`config.mk`:
```
export PLATFORM = sky130hd
export DESIGN_NAME = multicycle_ctrl
export DESIGN_NICKNAME = d
export VERILOG_FILES = /design/src/rtl/ctrl_pkg.sv /design/src/rtl/instr_decode.sv /design/src/rtl/multicycle_ctrl.sv
export SDC_FILE = /design/constraint.sdc
export NUM_CORES = 1
export LEC_CHECK = 0
export ABC_CLOCK_PERIOD_IN_PS = 2760
export CAP_MARGIN = 0
export CORE_MARGIN = 2
export CORE_UTILIZATION = 42
export CTS_CLUSTER_SIZE = 20
export DETAILED_ROUTE_END_ITERATION = 16
export GPL_TIMING_DRIVEN = 0
export PLACE_DENSITY = 0.84
export SLEW_MARGIN = 5
export SYNTH_ARGS = -nofsm -noshare
export SYNTH_HDL_FRONTEND = slang
export SYNTH_SLANG_ARGS = --single-unit
```
`constraint.sdc`:
```
create_clock -name clk -period 2.76 [get_ports clk]
set_input_delay 0.552 -clock clk [delete_from_list [all_inputs] [get_ports clk]]
set_output_delay 0.552 -clock clk [all_outputs]
set_load 0.005 [all_outputs]
```
`src/rtl/ctrl_pkg.sv`:
```
// Shared types, opcode constants and encodings for the multicycle control unit.
package ctrl_pkg;

  localparam int unsigned OP_W      = 7;
  localparam int unsigned F3_W      = 3;
  localparam int unsigned STATE_W   = 3;
  localparam int unsigned CLS_W     = 3;
  localparam int unsigned ALUCTRL_W = 3;
  localparam int unsigned IMMSRC_W  = 2;

  typedef enum logic [STATE_W-1:0] {
    ST_FETCH  = 3'd0,
    ST_DECODE = 3'd1,
    ST_EXEC   = 3'd2,
    ST_MEM    = 3'd3,
    ST_WB     = 3'd4,
    ST_HALT   = 3'd5
  } state_t;

  // Zero encoding doubles as the cleared value of the class register.
  typedef enum logic [CLS_W-1:0] {
    CLS_ILLEGAL = 3'd0,
    CLS_ADDI    = 3'd1,
    CLS_ADD     = 3'd2,
    CLS_SUB     = 3'd3,
    CLS_LW      = 3'd4,
    CLS_SW      = 3'd5,
    CLS_BNE     = 3'd6
  } instr_class_t;

  localparam logic [OP_W-1:0] OP_OP_IMM = 7'b0010011;
  localparam logic [OP_W-1:0] OP_OP     = 7'b0110011;
  localparam logic [OP_W-1:0] OP_LOAD   = 7'b0000011;
  localparam logic [OP_W-1:0] OP_STORE  = 7'b0100011;
  localparam logic [OP_W-1:0] OP_BRANCH = 7'b1100011;

  localparam logic [F3_W-1:0] F3_ADD = 3'b000;
  localparam logic [F3_W-1:0] F3_LW  = 3'b010;
  localparam logic [F3_W-1:0] F3_SW  = 3'b010;
  localparam logic [F3_W-1:0] F3_BNE = 3'b001;

  localparam logic [ALUCTRL_W-1:0] ALU_ADD = 3'b000;
  localparam logic [ALUCTRL_W-1:0] ALU_SUB = 3'b001;

  localparam logic [IMMSRC_W-1:0] IMM_I = 2'b00;
  localparam logic [IMMSRC_W-1:0] IMM_S = 2'b01;
  localparam logic [IMMSRC_W-1:0] IMM_B = 2'b10;

  // Control word driven onto the datapath each cycle.
  typedef struct packed {
    logic                 imem_req;
    logic                 dmem_req;
    logic                 pc_write;
    logic                 ir_write;
    logic                 reg_write;
    logic [ALUCTRL_W-1:0] alu_ctrl;
    logic                 alu_src;
    logic [IMMSRC_W-1:0]  imm_src;
    logic                 pc_src;
    logic                 result_src;
    logic                 mem_write;
  } ctrl_sig_t;

  function automatic logic uses_imm(input instr_class_t cls);
    return (cls == CLS_ADDI) || (cls == CLS_LW) || (cls == CLS_SW);
  endfunction

  function automatic logic [ALUCTRL_W-1:0] alu_ctrl_of(input instr_class_t cls);
    return ((cls == CLS_SUB) || (cls == CLS_BNE)) ? ALU_SUB : ALU_ADD;
  endfunction

  function automatic logic [IMMSRC_W-1:0] imm_src_of(input instr_class_t cls);
    logic [IMMSRC_W-1:0] imm;
    case (cls)
      CLS_SW:  imm = IMM_S;
      CLS_BNE: imm = IMM_B;
      default: imm = IMM_I;
    endcase
    return imm;
  endfunction

endpackage

```
`src/rtl/instr_decode.sv`:
```
// Combinational instruction classifier: opcode/funct fields to class and legal flag.
module instr_decode
  import ctrl_pkg::*;
(
  input  logic [OP_W-1:0] op,
  input  logic [F3_W-1:0] funct3,
  input  logic            func7_5,
  output instr_class_t    cls,
  output logic            legal
);

  always_comb begin
    cls = CLS_ILLEGAL;
    case (op)
      OP_OP_IMM: if (funct3 == F3_ADD) cls = CLS_ADDI;
      OP_OP:     if (funct3 == F3_ADD) cls = func7_5 ? CLS_SUB : CLS_ADD;
      OP_LOAD:   if (funct3 == F3_LW)  cls = CLS_LW;
      OP_STORE:  if (funct3 == F3_SW)  cls = CLS_SW;
      OP_BRANCH: if (funct3 == F3_BNE) cls = CLS_BNE;
      default:   cls = CLS_ILLEGAL;
    endcase
  end

  assign legal = (cls != CLS_ILLEGAL);

endmodule

```
`src/rtl/multicycle_ctrl.sv`:
```
// Multicycle control FSM: sequences fetch/decode/execute/memory/write-back for a small RISC-V subset.
module multicycle_ctrl
  import ctrl_pkg::*;
(
  input  logic                 clk,
  input  logic                 rst,
  input  logic [OP_W-1:0]      op,
  input  logic [F3_W-1:0]      funct3,
  input  logic                 func7_5,
  input  logic                 Zero,
  input  logic                 imem_ready,
  input  logic                 dmem_ready,
  output logic                 imem_req,
  output logic                 dmem_req,
  output logic                 PCWrite,
  output logic                 IRWrite,
  output logic                 RegWrite,
  output logic [ALUCTRL_W-1:0] ALUctrl,
  output logic                 ALUsrc,
  output logic [IMMSRC_W-1:0]  ImmSrc,
  output logic                 PCsrc,
  output logic                 ResultSrc,
  output logic                 MemWrite,
  output logic                 illegal,
  output logic [STATE_W-1:0]   state
);

  state_t       state_q;
  instr_class_t cls_q;
  instr_class_t dec_cls;
  logic         dec_legal;
  logic         illegal_q;
  ctrl_sig_t    sig;

  instr_decode u_decode (
    .op      (op),
    .funct3  (funct3),
    .func7_5 (func7_5),
    .cls     (dec_cls),
    .legal   (dec_legal)
  );

  // State, latched class and sticky illegal flag.
  always_ff @(posedge clk) begin
    if (rst) begin
      state_q   <= ST_FETCH;
      cls_q     <= CLS_ILLEGAL;
      illegal_q <= 1'b0;
    end else begin
      case (state_q)
        ST_FETCH: begin
          if (imem_ready) state_q <= ST_DECODE;
        end
        ST_DECODE: begin
          cls_q <= dec_cls;
          if (dec_legal) begin
            state_q <= ST_EXEC;
          end else begin
            state_q   <= ST_HALT;
            illegal_q <= 1'b1;
          end
        end
        ST_EXEC: begin
          case (cls_q)
            CLS_ADDI, CLS_ADD, CLS_SUB: state_q <= ST_WB;
            CLS_LW, CLS_SW:             state_q <= ST_MEM;
            CLS_BNE:                    state_q <= ST_FETCH;
            default:                    state_q <= ST_HALT;
          endcase
        end
        ST_MEM: begin
          if (dmem_ready) state_q <= (cls_q == CLS_LW) ? ST_WB : ST_FETCH;
        end
        ST_WB:   state_q <= ST_FETCH;
        ST_HALT: state_q <= ST_HALT;
        default: state_q <= ST_HALT;
      endcase
    end
  end

  // Output decode; the ready and Zero terms only qualify the one-cycle PC/IR strobes.
  always_comb begin
    sig = '0;
    if (!rst) begin
      case (state_q)
        ST_FETCH: begin
          sig.imem_req = 1'b1;
          sig.ir_write = imem_ready;
          sig.pc_write = imem_ready;
        end
        ST_EXEC: begin
          sig.alu_src  = uses_imm(cls_q);
          sig.alu_ctrl = alu_ctrl_of(cls_q);
          sig.imm_src  = imm_src_of(cls_q);
          if ((cls_q == CLS_BNE) && !Zero) begin
            sig.pc_write = 1'b1;
            sig.pc_src   = 1'b1;
          end
        end
        ST_MEM: begin
          sig.dmem_req  = 1'b1;
          sig.mem_write = (cls_q == CLS_SW);
        end
        ST_WB: begin
          sig.reg_write  = 1'b1;
          sig.result_src = (cls_q == CLS_LW);
        end
        default: sig = '0;
      endcase
    end
  end

  assign imem_req  = sig.imem_req;
  assign dmem_req  = sig.dmem_req;
  assign PCWrite   = sig.pc_write;
  assign IRWrite   = sig.ir_write;
  assign RegWrite  = sig.reg_write;
  assign ALUctrl   = sig.alu_ctrl;
  assign ALUsrc    = sig.alu_src;
  assign ImmSrc    = sig.imm_src;
  assign PCsrc     = sig.pc_src;
  assign ResultSrc = sig.result_src;
  assign MemWrite  = sig.mem_write;
  assign illegal   = illegal_q & ~rst;
  assign state     = state_q;

endmodule

```
-- Yosys cells after proc, flatten, opt, wreduce, memory -nomap -nowiden
Index checks and enable logic that the tools add are counted.
- register bits after elaboration: 7
- output and inout port bits: 18
- input port bits: 16
- word-level logic and storage cells: 62
- reductions and logical operators: 12
- eq/ne operators: 19
- mux-type cells: 25
- bitwise gates (word level): 3
- operators by type and width (kind ; count):
    $pmux W3 S5 ; 2
    $mux W3 ; 8
    $eq A3 B2 Y1 const B ; 5
    $eq A7 B6 Y1 const B ; 2
    $mux W14 ; 1
    $eq A3 B3 Y1 const B ; 4
    $mux W1 ; 10
    $eq A3 B1 Y1 const B ; 3
    $pmux W3 S3 ; 1
    $eq A7 B2 Y1 const B ; 1
    $eq A7 B5 Y1 const B ; 1
    $eq A7 B7 Y1 const B ; 1
    $logic_not A3 Y1 ; 2
    $mux W5 ; 1
    $ne A2 B2 Y1 const B ; 2
    $pmux W2 S2 ; 1
    $reduce_and A2 Y1 ; 2
    $logic_or A1 B1 Y1 ; 3
    $reduce_bool A3 Y1 ; 1
    $reduce_or A3 Y1 ; 1
    $not A1 Y1 ; 2
    $pmux W1 S2 ; 1
    $reduce_or A2 Y1 ; 1
    $and A1 B1 Y1 ; 1
    2 further kinds ; 2

-- Longest topological paths before layout
- word-level depth: 6
- gate-level depth with buffers: 5
- depth with buffers taken out: 4

-- Hierarchy
A second synthesis with hierarchy kept.
- cell total of the unflattened synthesis: 86
- area total of the unflattened synthesis: 644.4 sq um
- by module, submodules not included (module ; cells an instance ; area an instance (sq um) ; instances ; seq. area each (sq um)):
    multicycle_ctrl ; 69 ; 540.5 ; 1 ; 140.1
    instr_decode ; 17 ; 103.8 ; 1 ; 0.0

-- Least setup slack after synthesis
OpenSTA, ideal clock, no wires.
- kind: in2out
- start: input port rst
- end: output port ALUsrc
- buffers on the path: 1
- stages on the path: 4
- setup slack: 0.901 ns
- data arrival time: 1.307 ns
- required time: 2.208 ns
- cell sequence: clkbuf_1 -> nor3_1 -> nand2_1 -> nor3_1
- word-level cells in the longest chain between the ends: 1
- ends and longest elaborated chain (element ; RTL line ; source):
    start, declared ; multicycle_ctrl.sv:6 ; input logic rst,
    $mux W14 ; multicycle_ctrl.sv:84 ; if (!rst) begin
    end, declared ; multicycle_ctrl.sv:19 ; output logic ALUsrc,
Every way passes these cells.

-- Final worst setup path
- start: register state_q[1] (netlist: state[1])
- end: output port ResultSrc
- word-level cells in the longest chain between the ends: 3
- ends and longest elaborated chain (element ; RTL line ; source):
    start, declared ; multicycle_ctrl.sv:28 ; state_t state_q;
    start signal, assigned ; multicycle_ctrl.sv:72 ; if (dmem_ready) state_q <= (cls_q == CLS_LW) ? ST_WB : ST_FETCH;
    $eq A3 B3 Y1 ; multicycle_ctrl.sv:85 ; case (state_q)
    $mux W1 ; multicycle_ctrl.sv:85 ;
    $mux W14 ; multicycle_ctrl.sv:84 ;
    end, declared ; multicycle_ctrl.sv:22 ; output logic ResultSrc,
Every way passes these cells.

==> results.toml <==
[sta]
min_period_ns = 2.55
rsz0062_at_grt = "no"
period_share_pct = 92.4
tns_ns = 0
report.final.slew_viol_count = 0
finalClockSkew_ns = 0.00534
fmax_mhz = 392
setup_viol = 0
hold_viol_final = 0
whs_ns = 0.455

[detailed_routing]
viasPerCell = 5.50
detail-route-antenna-nets = 0
drtIter0Drc = 7
wl_per_cell_um = 12.0
drt_wl_total_um = 1700
route.detailed.drc = 0
via_count = 775
firstDrtPassIters = 4

[global_routing]
antenna_found_initial = 0
track_usage_pct = 20.3
grt_pass1_vias = 683
grt_max_degree = 11
grt_pass1_wl_um = 2870
overflow = 0

[power_and_ir_drop]
p_sw_uw = 111
pwr-share-comb_pct = 38.8
peakVddDrop_mv = 0.234
seqPwrFrac_pct = 33.8
power.density_nw_per_um2 = 331
p_int_uw = 242
p_leak_uw = 0.000404
switching_share_pct = 31.4
clockPowerShare_pct = 27.3

[final_layout]
fill_cells = 116
area_delta_synth_final_pct = 60.8
diodes = 0
regArea_um2 = 140
num-nets-final = 142
final_layout_size_suffix_gt1_share_pct = 16.0
multi_input_area_um2 = 508

[critical_path]
worstSetupEndpointType = "output pin"
critPathRequiredTime_ns = 2.21
reg2reg_to = "state[0]"
startpoint_type = "flip-flop"
worstPathArrival_ns = 2.00
r2r_slack_ns = 1.33
worst-path-max-fanout = 10
r2r_start = "state[2]"
critPathKind = "reg2out"
rr_worst_depth = 4

[logic_synthesis]
yosys-top-cells-count = "nor2_1, dfxtp_1, nand2_1"
synth_top_cell_by_area = "dfxtp_1"
yosys.area.top_type_share_pct = 21.1
synthArstFlopShare_pct = 0
synth_cells = 89
synth_cell_types = 41
yosys_warnings = 0
ys_top_cells_by_area = "dfxtp_1, nor2_1, nand2b_1"
syn_avg_cell_area_um2 = 7.45
synth.most_common_cell = "nor2_1"
synthesis.area_um2 = 663
ys.flop_type = "dfxtp_1"
synth_seq_cells = 7
yosysSeqAreaShare_pct = 21.1
synth_edf_count = 0

[clock_network]
clock_sinks = 7
cts_made_buffers = 3
cts-root-buf = "clkbuf_4"
clockBufferDepth = 2
h-tree-depth = 1
clk_latency_ns = 0.26
clk_pin_slew_ns = 0.05
tritoncts = "done"
cts_setup_buffers = 0

[worst_hold_path]
hold_path.class = "reg2reg"
hp-start = "illegal_q"
whs_endpoint = "illegal_q"
hold_depth = 2

[floorplanning]
initial_utilization_pct = 44.5
core_um2 = 1490
dieArea_um2 = 1910
dieWidth_um = 43.7
ios = 34
die_height_um = 43.7
row_count = 14

[run]
max_cap_violations = 0

[placement]
gp_congestion = 0.744
io_buffers = 31
hpwl_um = 1320

[run_status]
status = "completed"
[sequential cells by signal, indices dropped and copies added (netlist names)]
register and cells:
illegal_q 1, cls_q 3, state 3
[cells in the final DEF (no fill, tap or decap), types with 2 or more instances in the layout]
master	count
clkdlybuf4s50_1	29
nor2_1	12
nand2_1	7
dfxtp_1	7
nand2b_1	5
nor2b_1	4
buf_2	3
inv_1	3
nor3_1	3
a21oi_1	3
clkbuf_4	3
clkbuf_1	2
mux2i_1	2
nor4_1	2
nor3b_2	2
or4b_1	2
o21ai_0	2
buf_4	2
conb_1	2
dlymetal6s2s_1	2
[routing by layer]
layer  vias to the layer above  global-route usage (%)  wire length [um]
met3                         6                    1.67               140
met5                         -                       0                 0
met1                       341                    21.7               602
met2                        37                    35.9               872
li1                        391                       -                 -
met4                         0                    16.4                79
[final cells by class]
type	count	area share, %
multi-input cells	73	47.7
repair buffers	31	29.6
flip-flops and latches	7	13.1
plain buffers	7	4.23
clock buffers	4	2.46
well taps	16	1.88
inverters	3	1.06
[kinds of logic after synthesis]
| logic type | Yosys count | synth area share, % |
|---|---|---|
| compound gates | 17 | 19.2 |
| other cells | 1 | 0.565 |
| buf+inv | 10 | 7.36 |
| simple gates | 52 | 48.7 |
| flops | 7 | 21.1 |
| mux | 2 | 3.02 |
[timing repair]
action                                  in CTS  in global routing
resized for setup                            5                  7
hold buffers                                 0                  0
endpoints found under the setup margin       7                  3
hold endpoints to repair                     0                  0
pin swaps                                    0                  1
[worst max-delay path by stage]
stage                         from         to  slack [ns]  depth (start not counted)
final                     state[1]  ResultSrc        0.21                          6
after global routing      cls_q[0]    PCWrite        0.02                          6
after CTS                      rst     ALUsrc        0.01                          6
after detailed placement       rst     ALUsrc       -0.25                          6
after global placement         rst     ALUsrc       -0.22                          6
after floorplan                rst     ALUsrc        0.90                          4
[metrics by stage]
| stage | utilization [%] | power, uW | worst slack, ns | instances | instance area, um2 |
|---|---|---|---|---|---|
| after floorplan | - | 192 | 0.901 | 90 | 667 |
| after global placement | 67.0 | 247 | -0.223 | 137 | 997 |
| after detailed placement | 67.0 | 251 | -0.245 | 137 | 997 |
| after CTS | 70.1 | 353 | 0.00979 | 141 | 1040 |
| after global routing | 71.6 | 373 | 0.0200 | 141 | 1070 |
| final | 71.6 | 353 | 0.209 | 141 | 1070 |
[power groups by stage]
stage	Clock, uW	Combinational, uW	Sequential (uW)
global placement	0	127	120
detailed placement	0	130	121
global route	102	150	121
finish	96.4	137	119
floorplan	0	72.2	120
CTS	98.6	135	119
[worst max-delay path, stage by stage, from the launching register on]
cell             delay [ns]
dfxtp_1                0.35
buf_2                  0.20
nor2_1                 0.16
inv_1                  0.10
nor3b_2                0.21
nor3b_2                0.19
clkdlybuf4s50_1        0.52
No activity file was read; power rests on OpenSTA's default activity.
